File: src/rtl/fsx_pkg.sv
// Shared constants, widths and state encoding for the pixel fill engine.
package fsx_pkg;
  localparam int FSX_H_RES = 320;
  localparam int FSX_V_RES = 240;
  localparam int ADDR_W    = 17;
  localparam int COLOR_W   = 24;
  localparam int X_W       = 9;
  localparam int Y_W       = 8;
  localparam int SUM_W     = 10;

  typedef enum logic [2:0] {
    IDLE       = 3'd0,
    WAIT_FRAME = 3'd1,
    CLIP       = 3'd2,
    FILL       = 3'd3,
    DONE       = 3'd4
  } fsx_state_e;

  function automatic logic [SUM_W-1:0] fsx_min(input logic [SUM_W-1:0] a,
                                               input logic [SUM_W-1:0] b);
    return (a < b) ? a : b;
  endfunction
endpackage

File: src/rtl/pixel_fill_clip.sv
// Combinational rectangle clip: exclusive end coordinates and an empty flag.
module pixel_fill_clip
  import fsx_pkg::*;
#(
  parameter int H_RES = FSX_H_RES,
  parameter int V_RES = FSX_V_RES
) (
  input  logic [X_W-1:0]   i_x0,
  input  logic [Y_W-1:0]   i_y0,
  input  logic [X_W-1:0]   i_w,
  input  logic [Y_W-1:0]   i_h,
  output logic [SUM_W-1:0] o_x_end,
  output logic [SUM_W-1:0] o_y_end,
  output logic             o_empty
);
  localparam logic [SUM_W-1:0] H_LIM = SUM_W'(H_RES);
  localparam logic [SUM_W-1:0] V_LIM = SUM_W'(V_RES);

  logic [SUM_W-1:0] w_x_sum;
  logic [SUM_W-1:0] w_y_sum;

  // Sums are one bit wider than the operands so they never wrap.
  always_comb begin
    w_x_sum = {1'b0, i_x0} + {1'b0, i_w};
    w_y_sum = {2'b00, i_y0} + {2'b00, i_h};
    o_x_end = fsx_min(w_x_sum, H_LIM);
    o_y_end = fsx_min(w_y_sum, V_LIM);
    o_empty = ({1'b0, i_x0} >= H_LIM) || ({2'b00, i_y0} >= V_LIM) ||
              (i_w == 9'd0) || (i_h == 8'd0);
  end
endmodule

File: src/rtl/pixel_fill_engine.sv
// Rectangle fill engine: clips a command to the pixel plane and writes it
// in raster order through a valid/grant VRAM write port.
module pixel_fill_engine
  import fsx_pkg::*;
#(
  parameter int H_RES = FSX_H_RES,
  parameter int V_RES = FSX_V_RES
) (
  input  logic               clk,
  input  logic               reset,
  input  logic               cmd_valid,
  output logic               cmd_ready,
  input  logic [X_W-1:0]     cmd_x0,
  input  logic [Y_W-1:0]     cmd_y0,
  input  logic [X_W-1:0]     cmd_w,
  input  logic [Y_W-1:0]     cmd_h,
  input  logic [COLOR_W-1:0] cmd_color,
  input  logic               cmd_sync,
  input  logic               frameDrawn,
  output logic [ADDR_W-1:0]  vramPX_addr,
  output logic [COLOR_W-1:0] vramPX_d,
  output logic               vramPX_we,
  input  logic               vramPX_grant,
  output logic               busy,
  output logic               done
);
  localparam logic [ADDR_W-1:0] H_STEP = ADDR_W'(H_RES);

  fsx_state_e         r_state;
  logic               r_cmd_ready;
  logic               r_busy;
  logic               r_done;
  logic               r_we;
  logic [ADDR_W-1:0]  r_addr;
  logic [COLOR_W-1:0] r_d;
  logic [X_W-1:0]     r_x0;
  logic [Y_W-1:0]     r_y0;
  logic [X_W-1:0]     r_w;
  logic [Y_W-1:0]     r_h;
  logic [COLOR_W-1:0] r_color;
  logic               r_sync;
  logic [X_W-1:0]     r_x;
  logic [Y_W-1:0]     r_y;
  logic [SUM_W-1:0]   r_x_end;
  logic [SUM_W-1:0]   r_y_end;
  logic [ADDR_W-1:0]  r_row_base;

  logic [SUM_W-1:0]   w_x_end;
  logic [SUM_W-1:0]   w_y_end;
  logic               w_empty;
  logic               w_last_col;
  logic               w_last_row;
  logic [ADDR_W-1:0]  w_base0;

  pixel_fill_clip #(
    .H_RES (H_RES),
    .V_RES (V_RES)
  ) u_clip (
    .i_x0    (r_x0),
    .i_y0    (r_y0),
    .i_w     (r_w),
    .i_h     (r_h),
    .o_x_end (w_x_end),
    .o_y_end (w_y_end),
    .o_empty (w_empty)
  );

  // The only multiply is the first row base, formed once in CLIP.
  always_comb begin
    w_base0    = ADDR_W'(r_y0) * H_STEP;
    w_last_col = (({1'b0, r_x} + 10'd1) == r_x_end);
    w_last_row = (({2'b00, r_y} + 10'd1) == r_y_end);
  end

  // Command sequencing, clip registration and pixel stepping.
  always_ff @(posedge clk) begin
    if (reset) begin
      r_state     <= IDLE;
      r_cmd_ready <= 1'b1;
      r_busy      <= 1'b0;
      r_done      <= 1'b0;
      r_we        <= 1'b0;
      r_addr      <= '0;
      r_d         <= '0;
      r_x0        <= '0;
      r_y0        <= '0;
      r_w         <= '0;
      r_h         <= '0;
      r_color     <= '0;
      r_sync      <= 1'b0;
      r_x         <= '0;
      r_y         <= '0;
      r_x_end     <= '0;
      r_y_end     <= '0;
      r_row_base  <= '0;
    end else begin
      r_done <= 1'b0;
      case (r_state)
        IDLE: begin
          if (cmd_valid && r_cmd_ready) begin
            r_x0        <= cmd_x0;
            r_y0        <= cmd_y0;
            r_w         <= cmd_w;
            r_h         <= cmd_h;
            r_color     <= cmd_color;
            r_sync      <= cmd_sync;
            r_cmd_ready <= 1'b0;
            r_busy      <= 1'b1;
            r_state     <= cmd_sync ? WAIT_FRAME : CLIP;
          end else begin
            r_state <= IDLE;
          end
        end
        WAIT_FRAME: begin
          if (frameDrawn) begin
            r_state <= CLIP;
          end else begin
            r_state <= WAIT_FRAME;
          end
        end
        CLIP: begin
          r_x_end <= w_x_end;
          r_y_end <= w_y_end;
          if (w_empty) begin
            r_done  <= 1'b1;
            r_state <= DONE;
          end else begin
            r_x        <= r_x0;
            r_y        <= r_y0;
            r_row_base <= w_base0;
            r_addr     <= w_base0 + ADDR_W'(r_x0);
            r_d        <= r_color;
            r_we       <= 1'b1;
            r_state    <= FILL;
          end
        end
        FILL: begin
          if (r_we && vramPX_grant) begin
            if (w_last_col && w_last_row) begin
              r_we    <= 1'b0;
              r_done  <= 1'b1;
              r_state <= DONE;
            end else if (w_last_col) begin
              r_x        <= r_x0;
              r_y        <= r_y + 8'd1;
              r_row_base <= r_row_base + H_STEP;
              r_addr     <= r_row_base + H_STEP + ADDR_W'(r_x0);
            end else begin
              r_x    <= r_x + 9'd1;
              r_addr <= r_addr + 17'd1;
            end
          end else begin
            r_state <= FILL;
          end
        end
        DONE: begin
          r_cmd_ready <= 1'b1;
          r_busy      <= 1'b0;
          r_state     <= IDLE;
        end
        default: begin
          r_we        <= 1'b0;
          r_cmd_ready <= 1'b1;
          r_busy      <= 1'b0;
          r_state     <= IDLE;
        end
      endcase
    end
  end

  assign cmd_ready   = r_cmd_ready;
  assign busy        = r_busy;
  assign done        = r_done;
  assign vramPX_we   = r_we;
  assign vramPX_addr = r_addr;
  assign vramPX_d    = r_d;
endmodule
File: config.mk
export PLATFORM = sky130hd
export DESIGN_NAME = pixel_fill_engine
export DESIGN_NICKNAME = d
export VERILOG_FILES = /design/src/rtl/fsx_pkg.sv /design/src/rtl/pixel_fill_clip.sv /design/src/rtl/pixel_fill_engine.sv
export SDC_FILE = /design/constraint.sdc
export NUM_CORES = 1
export LEC_CHECK = 0
export BUFFER_PORTS_ARGS = -buffer_cell sky130_fd_sc_hd__buf_4
export CORE_ASPECT_RATIO = 1.1
export CORE_MARGIN = 2
export CORE_UTILIZATION = 30
export CTS_CLUSTER_SIZE = 14
export DETAILED_ROUTE_END_ITERATION = 6
export GPL_ROUTABILITY_DRIVEN = 1
export PLACE_DENSITY = 0.44
export SETUP_SLACK_MARGIN = 0.02
export SLEW_MARGIN = 20
export SYNTH_ARGS = -nofsm -noshare
export SYNTH_HDL_FRONTEND = slang
export SYNTH_SLANG_ARGS = --single-unit
File: constraint.sdc
create_clock -name clk -period 3.35 [get_ports clk]
set_input_delay 0.1675 -clock clk [delete_from_list [all_inputs] [get_ports clk]]
set_output_delay 0.1675 -clock clk [all_outputs]
set_load 0.1 [all_outputs]
[Yosys cells after proc, flatten, opt, wreduce, memory -nomap -nowiden]
Cells that the tools add are included.
Word-level totals
  output and inout port bits: 45
  input bits: 64
  register bits: 160
Operators by class
  equal/unequal tests: 13
  bitwise operators: 3
  reduce and logical (&&, ||, !) cells: 18
  multiplexer cells: 41
  $lt $le $gt $ge: 4
  multiply operators: 1
  add/subtract/negate cells: 10
Operators with widths (number)
  two-way mux 17 bit: 8
  one-hot mux 17 bit (2 select lines): 2
  two-way mux 9 bit: 4
  adder 17 x 9 -> 17 bit: 2
  two-way mux 8 bit: 4
  two-way mux 10 bit: 2
  one-hot mux 9 bit (2 select lines): 1
  adder 17 x 1 -> 17 bit, second input constant: 1
  adder 17 x 9 -> 17 bit, second input constant: 1
  one-hot mux 8 bit (2 select lines): 1
  inequality test 2 bit, second input constant: 6
  one-hot mux 3 bit (4 select lines): 1
  multiplier 8 x 3 -> 11 bit, second input constant: 1
  adder 9 x 1 -> 10 bit, second input constant: 1
  adder 9 x 9 -> 10 bit: 1
  == test 10 bit: 1
  == test 9 x 10 -> 1 bit: 1
  < comparator 10 x 8 -> 1 bit, second input constant: 1
  < comparator 10 x 9 -> 1 bit, second input constant: 1
  adder 8 x 1 -> 9 bit, second input constant: 1
  adder 8 x 8 -> 9 bit: 1
  adder 9 x 1 -> 9 bit, second input constant: 1
  greater-or-equal comparator 9 bit, second input constant: 1
  zero test 9 bit: 1
  other kinds (21): 45

[Depth between registers and ports, before layout]
Gate-level depths: netlist of the first run.
  depth after elaboration: 6
  mapped depth: 12
  depth with buffers taken out: 11

[Modules after synthesis]
A second synthesis of the first run with hierarchy kept.
Second synthesis, totals
  cells, all modules: 1198
  area total of the unflattened synthesis: 9112.5 µm²
By module, submodules not included
  pixel_fill_engine: cells an instance 1059, times used 1, seq. area each 3083.0 µm², area an instance 8061.5 µm²
  pixel_fill_clip: cells an instance 139, times used 1, seq. area each 0.0 µm², area an instance 1051.0 µm²

[Least setup slack after synthesis of the first run]
No wires, ideal clock.
  kind: flip-flop to flip-flop
  from: register r_addr[0], in the netlist vramPX_addr[0]
  to: register r_addr[15], in the netlist vramPX_addr[15]
  data arrival time: 2.811 ns
  path slack: 0.438 ns
  cell stages (with the launch flop): 8
  library setup time: 0.101 ns
  data required time: 3.249 ns
  clock period less this slack: 2.912 ns
  path through: dfxtp_1 > nand3_1 > or4_1 > or2_2 > or3_1 > a21oi_1 > a211oi_1 > o41ai_1
Between the ends
  word-level cells in the longest chain between the ends: 5
Ends and longest elaborated chain
  start, declared: RTL line pixel_fill_engine.sv:34  | logic [ADDR_W-1:0] r_addr;
  start signal, assigned: RTL line pixel_fill_engine.sv:131  | r_addr <= w_base0 + ADDR_W'(r_x0);
  start signal, assigned: RTL line pixel_fill_engine.sv:147  | r_addr <= r_row_base + H_STEP + ADDR_W'(r_x0);
  start signal, assigned: RTL line pixel_fill_engine.sv:150  | r_addr <= r_addr + 17'd1;
  adder 17 x 1 -> 17 bit: RTL line pixel_fill_engine.sv:150
  two-way mux 17 bit: RTL line pixel_fill_engine.sv:143  | end else if (w_last_col) begin
  two-way mux 17 bit: RTL line pixel_fill_engine.sv:139  | if (w_last_col && w_last_row) begin
  two-way mux 17 bit: RTL line pixel_fill_engine.sv:138  | if (r_we && vramPX_grant) begin
  one-hot mux 17 bit (2 select lines): RTL line pixel_fill_engine.sv:98  | case (r_state)
Every way passes these cells. The select of a mux whose other input is x is not followed.
A chain may end at the register's enable or synchronous reset.

[Worst setup path after layout of the first run]
  from: register r_y0[3]
  to: register r_addr[15], in the netlist vramPX_addr[15]
Between the ends
  word-level cells in the longest chain between the ends: 6
Ends and longest elaborated chain
  start, declared: RTL line pixel_fill_engine.sv:37  | logic [Y_W-1:0] r_y0;
  start signal, assigned: RTL line pixel_fill_engine.sv:102  | r_y0 <= cmd_y0;
  branches (longest 6 deep; another with adder 17 x 9 -> 17 bit)
Several ways; the timed one is not identified. The select of a mux whose other input is x is not followed.

==> results.py, run 1 <==
metrics = {
    "outcome": {
        "run_status": "finished clean",
    },
    "power_and_ir_drop": {
        "leakage_dissipation_nw": 4.257,
        "ratio_of_total_power_to_cell_area_nw_per_um2": 473.4,
        "vdd.ir_drop.worst_mv": 0.2339,
        "p_total_mw": 5.252,
    },
    "floorplanning": {
        "floorplan.rows": 65,
        "design.die.area_sq_um": 30600,
        "num_io_pins": 109,
        "core_sq_um": 28710,
        "chipHeight_um": 183.3,
        "effective_utilization_at_floorplan_pct": 30.53,
        "die_width_um": 167.0,
    },
    "grt": {
        "grt_first_pass_wirelength_um": 44880,
        "antenna_violations_before_repair": 0,
        "grt_start_max_net_pins": 58,
        "first_global_vias": 8373,
        "globalRoute.totalOverflow": 0,
        "groute.usage.overall_pct": 18.10,
    },
    "timing": {
        "slew_headroom_pct": 44.48,
        "tns_setup_ps": 0,
        "final.setup_skew_ps": 8.179,
        "max_freq_mhz": 335.6,
        "grt_setup_unrepaired": "no",
        "layout_min_cycle_time_ps": 2980,
        "setup_slack_ps": 369.8,
        "final.period_utilization_pct": 88.96,
        "final_max_slew_viol_count": 0,
        "worst_slew_pin_slew_ps": 829.7,
        "setup-violations-final": 0,
        "timing.final.hold_violations": 0,
    },
    "critical_path": {
        "timing_worst_setup_path_type": "reg -> reg",
        "worst_r2r_path_depth": 11,
        "critical_path_arrival_ps": 3310,
        "critical_path.max_fanout": 5,
        "startpoint_type": "flop",
        "cell_breakdown_of_the_critical_path": "ha_1 > ha_1 > fa_1 > a21o_1 > a21oi_1 > o21bai_1 > a21oi_1 > xnor2_1 > xor2_1 > nor2_1 > o41ai_1",
        "timing.critical_path.to_type": "flop",
        "critical_path.slowest_cell": "sky130_fd_sc_hd__dfxtp_1",
        "slowest_delay_ps": 490,
        "worst-endpoint-required_ps": 3680,
    },
    "cts": {
        "htreeDepth": 4,
        "post_cts.repair.setup_buffers": 0,
        "cts_max_path_buffers": 2,
        "numCtsBuffers": 17,
        "worst_setup_hold_path_clk_slew_ps": 60,
        "cts.sinks": 153,
        "clock_insertion_delay_worst_skew_ps": 430,
        "tritoncts_clock_tree": "yes",
        "cts_root_buf": "sky130_fd_sc_hd__clkbuf_16",
    },
    "finish": {
        "area_growth_pct": 26.56,
        "final_layout_size_suffix_gt1_share_pct": 14.98,
        "leading_cell_type_in_the_layout_fill_and_taps_excluded": "sky130_fd_sc_hd__nand2_1",
        "diodes": 0,
        "layout.nets": 1391,
        "mostFrequentLayoutCells": "sky130_fd_sc_hd__nand2_1, sky130_fd_sc_hd__dfxtp_1, sky130_fd_sc_hd__a21oi_1",
    },
    "placement": {
        "final_replace_weighted_congestion": 0.8239,
        "dpl_hpwl_um": 19930,
        "dp_worst_setup_slack_ps": 369.9,
        "port-buffer-count": 108,
    },
    "drt": {
        "post_drt_via_cell_ratio": 4.971,
        "route.detailed.drc": 0,
        "detailroute.via_count": 8266,
        "route.detailed.wl_per_inst_um": 16.23,
        "dr.pass1.iters": 5,
        "initialDrtViolationCount": 341,
        "route.antenna.remaining_nets": 0,
        "drt-total-wl_um": 27000,
    },
    "logic_synthesis": {
        "synth.yosys.warnings": 0,
        "synth_nets": 1243,
        "synth_async_sr_flop_share_pct": 0,
        "netlist_area_sq_um": 8766,
        "synth.distinct_cells": 75,
        "average_cell_area_after_synthesis_sq_um": 7.723,
        "ys_seq_elements": 153,
        "synthCells": 1135,
        "synth_seq_area_share_pct": 34.94,
        "synth_edf_count": 0,
        "synth_ff_type": "sky130_fd_sc_hd__dfxtp_1",
    },
    "min_path": {
        "hold_removal_path_class": "in -> reg",
        "hold-path-cell-count": 3,
    },
    "flow_run": {
        "drv.max_cap_violation_count": 0,
    },
}
## per-layer routing
metal  vias to the layer above  GRT usage (%)  wire length [um]
met2                       156          30.50             12340
met5                         -              0                 0
li1                       4272              -                 -
met4                         0          4.414               287
met1                      3820          23.65             13220
met3                        18          3.820              1147
## worst paths after layout
path	start	slack, ps	endpoint
max	r_y0[3]$_SDFFE_PP0P_	370	vramPX_addr[15]$_SDFFE_PP0P_
min	cmd_y0[0]	30	r_y0[0]$_SDFFE_PP0P_
max reg2reg	r_y0[3]$_SDFFE_PP0P_	370	vramPX_addr[15]$_SDFFE_PP0P_
min reg2reg	r_color[10]$_SDFFE_PP0P_	450	vramPX_d[10]$_SDFFE_PP0P_
## worst max-delay path: cells and delay by family, from the launching register on
| kind | cells | cell delay, ps |
|---|---|---|
| fa+ha+maj | 3 | 940 |
| compound gates | 5 | 910 |
| flops | 1 | 490 |
| xor+xnor | 2 | 460 |
| simple gates | 1 | 60 |
## cell type report
| type | instances | area, sq um |
|---|---|---|
| tap | 368 | 460.4 |
| fill | 3030 | 17610 |
| timing repair buffer | 198 | 1634 |
| clock inverter | 8 | 47.55 |
| multi-input combinational | 887 | 5314 |
| clock buffer | 23 | 478.0 |
| sequential | 153 | 3063 |
| inverter | 26 | 97.59 |
## flip-flops by register name, indices dropped and copies added (netlist names)
| name | flops |
|---|---|
| busy | 1 |
| cmd_ready | 1 |
| done | 1 |
| r_color | 24 |
| r_h | 8 |
| r_row_base | 11 |
| r_state | 3 |
| r_w | 9 |
| r_x | 9 |
| r_x0 | 9 |
| r_x_end | 10 |
| r_y | 8 |
| r_y0 | 8 |
| r_y_end | 9 |
| vramPX_addr | 17 |
| vramPX_d | 24 |
| vramPX_we | 1 |
## metrics by stage
stage,std cells,hold WS [ps],area (sq um),util (%)
6_report,1663,27.52,11090,38.64
5_1_grt,1663,26.68,11090,38.64
4_1_cts,1663,5.612,11090,38.64
3_5_place_dp,1578,422.5,10030,34.93
3_3_place_gp,1578,417.6,10030,34.93
2_1_floorplan,1135,303.5,8766,-
## logic make-up after synthesis
logic type	synth area share, %
XOR/XNOR	7.094
multiplexers	0.4568
flip-flops	34.94
AO/OA/AOI/OAI	22.34
AND/OR/NAND/NOR	23.95
adder cells (fa/ha/maj)	6.623
buffers and inverters	4.553
other	0.04278
## cells in the mapped netlist, types with 4 or more instances
master,count,area [sq um]
sky130_fd_sc_hd__a211o_1,4,35.03
sky130_fd_sc_hd__a211oi_1,20,150.1
sky130_fd_sc_hd__a21o_1,15,112.6
sky130_fd_sc_hd__a21oi_1,149,745.7
sky130_fd_sc_hd__a311oi_1,4,35.03
sky130_fd_sc_hd__a31oi_1,13,81.33
sky130_fd_sc_hd__a32o_1,7,70.07
sky130_fd_sc_hd__and2_1,9,56.30
sky130_fd_sc_hd__and3_1,11,68.82
sky130_fd_sc_hd__buf_2,7,35.03
sky130_fd_sc_hd__buf_6,4,45.04
sky130_fd_sc_hd__clkbuf_1,54,202.7
sky130_fd_sc_hd__dfxtp_1,153,3063
sky130_fd_sc_hd__fa_1,4,80.08
sky130_fd_sc_hd__ha_1,40,500.5
sky130_fd_sc_hd__inv_1,26,97.59
sky130_fd_sc_hd__mux2i_1,4,40.04
sky130_fd_sc_hd__nand2_1,227,852.1
sky130_fd_sc_hd__nand2b_1,8,50.05
sky130_fd_sc_hd__nand3_1,21,105.1
sky130_fd_sc_hd__nand3b_1,8,60.06
sky130_fd_sc_hd__nand4_1,9,56.30
sky130_fd_sc_hd__nor2_1,81,304.0
sky130_fd_sc_hd__nor2b_1,10,62.56
sky130_fd_sc_hd__nor3_1,25,125.1
sky130_fd_sc_hd__nor3b_1,7,52.55
sky130_fd_sc_hd__nor4_1,6,37.54
sky130_fd_sc_hd__o21a_1,4,30.03
sky130_fd_sc_hd__o21ai_0,37,185.2
sky130_fd_sc_hd__o21ai_1,10,50.05
sky130_fd_sc_hd__o21bai_1,7,52.55
sky130_fd_sc_hd__o32ai_1,4,35.03
sky130_fd_sc_hd__or2_2,4,25.02
sky130_fd_sc_hd__or3_1,12,75.07
sky130_fd_sc_hd__or4_1,6,45.04
sky130_fd_sc_hd__xnor2_1,46,402.9
sky130_fd_sc_hd__xor2_1,25,219.0
## where the power goes
group          internal [mW]  total (mW)  switching (mW)  leakage [nW]
logic                  0.514        1.37           0.853          2.76
clock network          0.995        1.78           0.780         0.255
registers               1.96        2.11           0.150          1.24
total                   3.47        5.25            1.78          4.26
## repair_timing
item,4_1_cts,5_1_grt
endpoints found under the hold margin,54,0
hold buffers,54,0
gates resized for setup,0,0
Note: power is estimated with default switching activity, not from simulation.
==> run 2: changes to the inputs <==
- PLACE_DENSITY: 0.44 -> 0.45
- clock period: 3.35 -> 2.7 ns (I/O delays scaled with it)
==> results.py, run 2 (synthesis results as in run 1) <==
metrics = {
    "outcome": {
        "run_status": "finished clean",
    },
    "min_path": {
        "hold_removal_path_class": "in -> reg",
        "timing.hold.worst.start": "cmd_h[7]",
        "hold-path-cell-count": 3,
        "worst_hold_endpoint": "r_h[7]$_SDFFE_PP0P_",
    },
    "floorplanning": {
        "core_sq_um": 28710,
        "effective_utilization_at_floorplan_pct": 30.53,
        "die_width_um": 167.0,
        "floorplan.rows": 65,
        "chipHeight_um": 183.3,
        "design.die.area_sq_um": 30600,
        "num_io_pins": 109,
    },
    "critical_path": {
        "critPathBufInv": 3,
        "cell_class_contributing_the_biggest_share_of_worst_path_delay": "simple AND/OR/NAND/NOR gates",
        "critical_path_arrival_ps": 3010,
        "worst_r2r_path_depth": 11,
        "cell_breakdown_of_the_critical_path": "buf_6 > and4_4 > and3_4 > or4_4 > a2111oi_4 > a31oi_4 > a21oi_4 > buf_8 > buf_6 > mux2i_1 > nor2_1",
        "critical_path.slowest_cell": "sky130_fd_sc_hd__or4_4",
        "timing_worst_setup_path_type": "reg -> reg",
        "slowest_delay_ps": 520,
        "cp.depth": 11,
        "crit-reg2reg-capture": "r_row_base[11]$_SDFFE_PP0P_",
        "critical_path.most_common_cell": "sky130_fd_sc_hd__buf_6",
        "worst-endpoint-required_ps": 3020,
        "reg2reg_slack_ps": 10,
        "r2r-start": "r_x[0]$_SDFFE_PP0P_",
        "cp-startpoint": "r_x[0]$_SDFFE_PP0P_",
        "critical_path.max_fanout": 8,
        "timing.critical_path.to_type": "flop",
        "startpoint_type": "flop",
    },
    "grt": {
        "groute.usage.overall_pct": 18.37,
        "first_global_vias": 8507,
        "antenna_violations_before_repair": 0,
        "grt_start_max_net_pins": 73,
        "grt_first_pass_wirelength_um": 45510,
        "globalRoute.totalOverflow": 0,
    },
    "cts": {
        "cts_max_path_buffers": 2,
        "clock_insertion_delay_worst_skew_ps": 430,
        "htreeDepth": 4,
        "cts_root_buf": "sky130_fd_sc_hd__clkbuf_16",
        "worst_setup_hold_path_clk_slew_ps": 80,
        "numCtsBuffers": 17,
        "cts.sinks": 153,
        "tritoncts_clock_tree": "yes",
    },
    "finish": {
        "diodes": 0,
        "area_growth_pct": 40.49,
        "final_util_pct": 42.90,
        "final_layout_size_suffix_gt1_share_pct": 26.13,
        "multiInputGateArea_sq_um": 5579,
        "leading_cell_type_in_the_layout_fill_and_taps_excluded": "sky130_fd_sc_hd__nand2_1",
        "layout.area.seq_sq_um": 3100,
        "n_fill_cell": 2979,
        "finalInstanceArea_sq_um": 12320,
        "mostFrequentLayoutCells": "sky130_fd_sc_hd__nand2_1, sky130_fd_sc_hd__buf_4, sky130_fd_sc_hd__a21oi_1",
        "layout.nets": 1484,
    },
    "timing": {
        "timing.final.hold_violations": 0,
        "final_max_slew_viol_count": 0,
        "worst_slew_pin_slew_ps": 674.1,
        "final.setup_skew_ps": 16.45,
        "setup-violations-final": 0,
        "tns_setup_ps": 0,
        "setup_slack_ps": 10.01,
        "grt_setup_unrepaired": "yes",
        "final.period_utilization_pct": 99.63,
        "max_freq_mhz": 371.7,
        "slew_headroom_pct": 55.06,
        "layout_min_cycle_time_ps": 2690,
    },
    "power_and_ir_drop": {
        "leakage_dissipation_nw": 4.868,
        "p_total_mw": 7.085,
        "vdd.ir_drop.worst_mv": 0.4420,
        "p_sw_share_pct": 35.38,
        "net_sw_power_mw": 2.507,
        "ratio_of_total_power_to_cell_area_nw_per_um2": 575.3,
        "power_frac_comb_pct": 28.2,
        "p_clk_share_pct": 35.4,
        "share_seq_of_total_power_pct": 36.4,
        "internal_power_mw": 4.579,
    },
    "placement": {
        "dp_worst_setup_slack_ps": -89.40,
        "final_replace_weighted_congestion": 0.8010,
        "dpl_hpwl_um": 20210,
        "port-buffer-count": 108,
        "placedInstanceArea_sq_um": 10640,
    },
    "drt": {
        "route.detailed.wl_per_inst_um": 16.17,
        "drt-total-wl_um": 28420,
        "route.antenna.remaining_nets": 0,
        "initialDrtViolationCount": 402,
        "dr.pass1.iters": 5,
        "route.detailed.drc": 0,
        "detailroute.via_count": 8761,
        "post_drt_via_cell_ratio": 4.986,
    },
    "flow_run": {
        "drv.max_cap_violation_count": 0,
    },
}
## run 2: cell types whose count changed in the layout (fill, tap and decap cells not counted), moves of 7 or more
cell                       delta
sky130_fd_sc_hd__a21oi_1     -12
sky130_fd_sc_hd__buf_4       +72
sky130_fd_sc_hd__a211oi_1     -7
sky130_fd_sc_hd__a21oi_2     +12
sky130_fd_sc_hd__a211oi_2     +7
sky130_fd_sc_hd__dfxtp_2     +21
sky130_fd_sc_hd__dfxtp_1     -24
sky130_fd_sc_hd__buf_6        +9
sky130_fd_sc_hd__o21ai_0      -7
## run 2: layout make-up
| type | count | share of cell area, % |
|---|---|---|
| clock buffer | 18 | 3.485 |
| timing repair buffer | 291 | 20.11 |
| inverter | 26 | 0.7924 |
| multi-input combinational | 887 | 45.30 |
| tap | 368 | 3.739 |
| sequential | 153 | 25.18 |
| clock inverter | 14 | 1.402 |
## run 2: through the flow
stage	hold WS, ps	instances
floorplan	271.0	1135
global placement	382.2	1649
detailed placement	390.7	1649
CTS	1.113	1751
global route	0.2687	1757
finish	11.45	1757
## run 2: power by group through the flow
stage / logic (mW) / registers (mW) / clock network (mW)
after global placement: 1.83 / 2.63 / 0
final: 2.00 / 2.58 / 2.51
after CTS: 1.94 / 2.58 / 2.57
after global routing: 2.20 / 2.60 / 2.65
after detailed placement: 1.83 / 2.63 / 0
after floorplan: 1.00 / 2.80 / 0
## run 2: metal layers
metal | GRT usage, % | vias to the layer above | part of all wire, %
met4 | 4.276 | 0 | 1.2
met2 | 30.58 | 168 | 46
met5 | 0 | - | 0
met3 | 3.690 | 20 | 4.2
li1 | - | 4475 | -
met1 | 24.52 | 4098 | 48
## run 2: what timing repair did
item / 4_1_cts / 5_1_grt
setup endpoints to repair: 38 / 56
resized for setup: 32 / 65
pin swaps: 9 / 30
buffers inserted: 13 / 5
hold buffers: 57 / 0
hold endpoints to repair: 57 / 0
cloned: 0 / 2
## run 2: worst max path at each step
| stage | end |
|---|---|
| 4_1_cts | vramPX_addr[9]$_SDFFE_PP0P_ |
| 3_5_place_dp | vramPX_addr[15]$_SDFFE_PP0P_ |
| 2_1_floorplan | r_y[1]$_SDFFE_PP0P_ |
| 3_3_place_gp | vramPX_addr[16]$_SDFFE_PP0P_ |
| 5_1_grt | r_row_base[11]$_SDFFE_PP0P_ |
| 6_report | r_row_base[11]$_SDFFE_PP0P_ |
## run 2: worst register-to-register path: cells and delay by family (launching register included)
| kind | cells | cell delay (ps) |
|---|---|---|
| AO/OA/AOI/OAI | 3 | 780 |
| buffers and inverters | 3 | 380 |
| flip-flops | 1 | 370 |
| multiplexers | 1 | 160 |
| AND/OR/NAND/NOR | 4 | 900 |
==> run 3: changes to the inputs <==
- ABC_AREA: default -> 1
- BUFFER_PORTS_ARGS: -buffer_cell sky130_fd_sc_hd__buf_4 -> default
- DONT_BUFFER_PORTS: default -> 1
- PLACE_DENSITY: 0.45 -> 0.42
==> results.py, run 3 <==
metrics = {
    "min_path": {
        "timing.hold.worst.start": "cmd_sync",
        "worst_hold_endpoint": "r_state[0]$_SDFFE_PP0P_",
        "hold_removal_path_class": "in -> reg",
        "hold-path-cell-count": 4,
    },
    "cts": {
        "cts.sinks": 153,
        "worst_setup_hold_path_clk_slew_ps": 70,
        "cts_max_path_buffers": 2,
        "clock_insertion_delay_worst_skew_ps": 440,
        "numCtsBuffers": 17,
        "cts_root_buf": "sky130_fd_sc_hd__clkbuf_16",
        "htreeDepth": 4,
        "tritoncts_clock_tree": "yes",
    },
    "logic_synthesis": {
        "synth.distinct_cells": 46,
        "ys_seq_elements": 153,
        "synth.yosys.warnings": 0,
        "synth_top_area_share_pct": 32.48,
        "synth_edf_count": 0,
        "average_cell_area_after_synthesis_sq_um": 6.585,
        "most_frequently_used_cell_type_in_the_post_synthesis_netlist": "sky130_fd_sc_hd__nand2_1",
        "synth_common_cells": "sky130_fd_sc_hd__nand2_1, sky130_fd_sc_hd__nor2_1, sky130_fd_sc_hd__inv_1, sky130_fd_sc_hd__dfxtp_1, sky130_fd_sc_hd__o21ai_0",
        "netlist_area_sq_um": 9429,
        "synth_top_cells_by_area": "sky130_fd_sc_hd__dfxtp_1, sky130_fd_sc_hd__nand2_1, sky130_fd_sc_hd__nor2_1",
        "synthCells": 1432,
        "synth_seq_area_share_pct": 32.48,
        "synth_nets": 1540,
        "synth_top_area_cell": "sky130_fd_sc_hd__dfxtp_1",
        "synth_async_sr_flop_share_pct": 0,
        "synth_ff_type": "sky130_fd_sc_hd__dfxtp_1",
    },
    "timing": {
        "final.setup_skew_ps": 9.095,
        "fin_hold_ws_ps": 37.39,
        "final_max_slew_viol_count": 0,
        "final.period_utilization_pct": 92.97,
        "worst_slew_pin_slew_ps": 1018,
        "setup-violations-final": 0,
        "grt_setup_unrepaired": "yes",
        "slew_headroom_pct": 32.06,
        "timing.final.hold_violations": 0,
        "layout_min_cycle_time_ps": 2510,
        "max_freq_mhz": 398.4,
    },
    "outcome": {
        "run_status": "finished clean",
    },
    "drt": {
        "route.antenna.remaining_nets": 0,
        "initialDrtViolationCount": 345,
        "route.met2.wl_um": 12700,
        "dr.pass1.iters": 5,
        "route.detailed.wl_per_inst_um": 14.41,
        "detailroute.via_count": 9036,
        "post_drt_via_cell_ratio": 4.566,
        "drt-total-wl_um": 28520,
        "route.detailed.drc": 0,
        "maxUsedRoutingLayer": "met4",
        "met3RoutedLength_um": 1438,
        "sum_of_routed_wire_segments_on_met1_um": 14080,
    },
    "critical_path": {
        "r2r-start": "r_y0[1]$_SDFFE_PP0P_",
        "critical_path.max_fanout": 3,
        "worst-endpoint-required_ps": 3080,
        "worst_r2r_path_depth": 14,
        "critical_path_arrival_ps": 2890,
        "timing.critical_path.to_type": "flop",
        "reg2reg_slack_ps": 190,
        "timing_worst_setup_path_type": "reg -> reg",
        "crit-reg2reg-capture": "vramPX_addr[16]$_SDFFE_PP0P_",
        "startpoint_type": "flop",
    },
    "grt": {
        "first_global_vias": 8825,
        "antenna_violations_before_repair": 2,
        "grt_start_max_net_pins": 66,
        "groute.usage.overall_pct": 17.58,
        "grt_first_pass_wirelength_um": 46250,
        "globalRoute.totalOverflow": 0,
    },
    "finish": {
        "n_fill_cell": 3460,
        "leading_cell_type_in_the_layout_fill_and_taps_excluded": "sky130_fd_sc_hd__nand2_1",
        "final_cells": 1979,
        "mostFrequentLayoutCells": "sky130_fd_sc_hd__nand2_1, sky130_fd_sc_hd__nor2_1, sky130_fd_sc_hd__inv_1",
        "finalInstanceArea_sq_um": 11620,
        "area_growth_pct": 23.21,
        "final_layout_size_suffix_gt1_share_pct": 13.23,
        "layout.nets": 1652,
    },
    "placement": {
        "placedInstanceArea_sq_um": 10360,
        "final_replace_weighted_congestion": 0.8188,
        "dpl_hpwl_um": 21140,
        "port-buffer-count": 0,
        "placed_cells": 1881,
    },
    "floorplanning": {
        "effective_utilization_at_floorplan_pct": 30.28,
        "chipHeight_um": 189.9,
        "design.die.area_sq_um": 32870,
        "core_sq_um": 31140,
        "floorplan.rows": 68,
        "die_width_um": 173.0,
        "num_io_pins": 109,
    },
    "power_and_ir_drop": {
        "p_total_mw": 12.71,
        "ratio_of_total_power_to_cell_area_nw_per_um2": 1094,
        "vdd.ir_drop.worst_mv": 0.6086,
        "leakage_dissipation_nw": 5.349,
    },
    "flow_run": {
        "drv.max_cap_violation_count": 0,
    },
}
run 3: power breakdown:
group | switching (mW) | internal, mW
logic | 4.69 | 2.09
registers | 0.628 | 2.94
clock network | 1.14 | 1.22
run 3: routing by layer:
layer	GRT usage [%]	vias up
met5	0	-
met2	28.74	164
met3	4.357	19
met1	23.31	4045
li1	-	4808
met4	4.205	0
run 3: how the worst max path moves through the flow:
stage | start | to | slack (ps) | depth (start not counted)
2_1_floorplan | vramPX_addr[2]$_SDFFE_PP0P_ | vramPX_addr[13]$_SDFFE_PP0P_ | 190 | 11
3_3_place_gp | r_y0[3]$_SDFFE_PP0P_ | vramPX_addr[16]$_SDFFE_PP0P_ | 160 | 14
3_5_place_dp | r_y0[1]$_SDFFE_PP0P_ | vramPX_addr[16]$_SDFFE_PP0P_ | 130 | 14
4_1_cts | r_y0[1]$_SDFFE_PP0P_ | vramPX_addr[16]$_SDFFE_PP0P_ | 120 | 14
5_1_grt | r_y0[1]$_SDFFE_PP0P_ | vramPX_addr[16]$_SDFFE_PP0P_ | -40 | 14
6_report | r_y0[1]$_SDFFE_PP0P_ | vramPX_addr[16]$_SDFFE_PP0P_ | 190 | 14
run 3: cell type report:
class                      count  area [sq um]  area share (%)
timing repair buffer         148          1346           11.59
clock buffer                  18         429.2           3.694
inverter                     166         625.6           5.385
tap                          420         525.5           4.523
multi-input combinational   1058          5489           47.25
clock inverter                14         132.6           1.142
antenna                        2         5.005         0.04308
sequential                   153          3064           26.38
run 3: critical path, cell delays in order, from the launching register on:
cell and delay, ps:
sky130_fd_sc_hd__dfxtp_1 320, sky130_fd_sc_hd__ha_1 300, sky130_fd_sc_hd__ha_2 210, sky130_fd_sc_hd__fa_1 500, sky130_fd_sc_hd__inv_1 70, sky130_fd_sc_hd__nor2_1 140, sky130_fd_sc_hd__nand2_1 90, sky130_fd_sc_hd__nor2_1 90
sky130_fd_sc_hd__nand2_1 70, sky130_fd_sc_hd__nor2_1 120, sky130_fd_sc_hd__a21oi_1 80, sky130_fd_sc_hd__or2_2 290, sky130_fd_sc_hd__nand2_1 70, sky130_fd_sc_hd__nor2_1 40, sky130_fd_sc_hd__nor2_1 90
run 3: cell families after synthesis:
family          after synthesis  share of synthesized area, %
simple gates                739                         34.87
compound gates              231                         12.73
buf+inv                     221                         9.727
flops                       153                         32.48
fa+ha+maj                    44                         6.157
xor+xnor                     43                         3.994
other cells                   1                       0.03977
run 3: metrics by stage:
step / setup WS (ps) / utilization, % / setup TNS [ps]
after floorplan: 189.7 / - / 0
after global placement: 159.6 / 33.28 / 0
after detailed placement: 132.4 / 33.28 / 0
after CTS: 116.0 / 37.05 / 0
after global routing: -38.28 / 37.30 / -38.28
final: 189.7 / 37.31 / 0
run 3: timing repair:
action	in CTS	in global routing
hold endpoints to repair	71	1
endpoints found under the setup margin	0	10
gates resized for setup	0	8
hold buffers	61	1
setup buffers	0	1
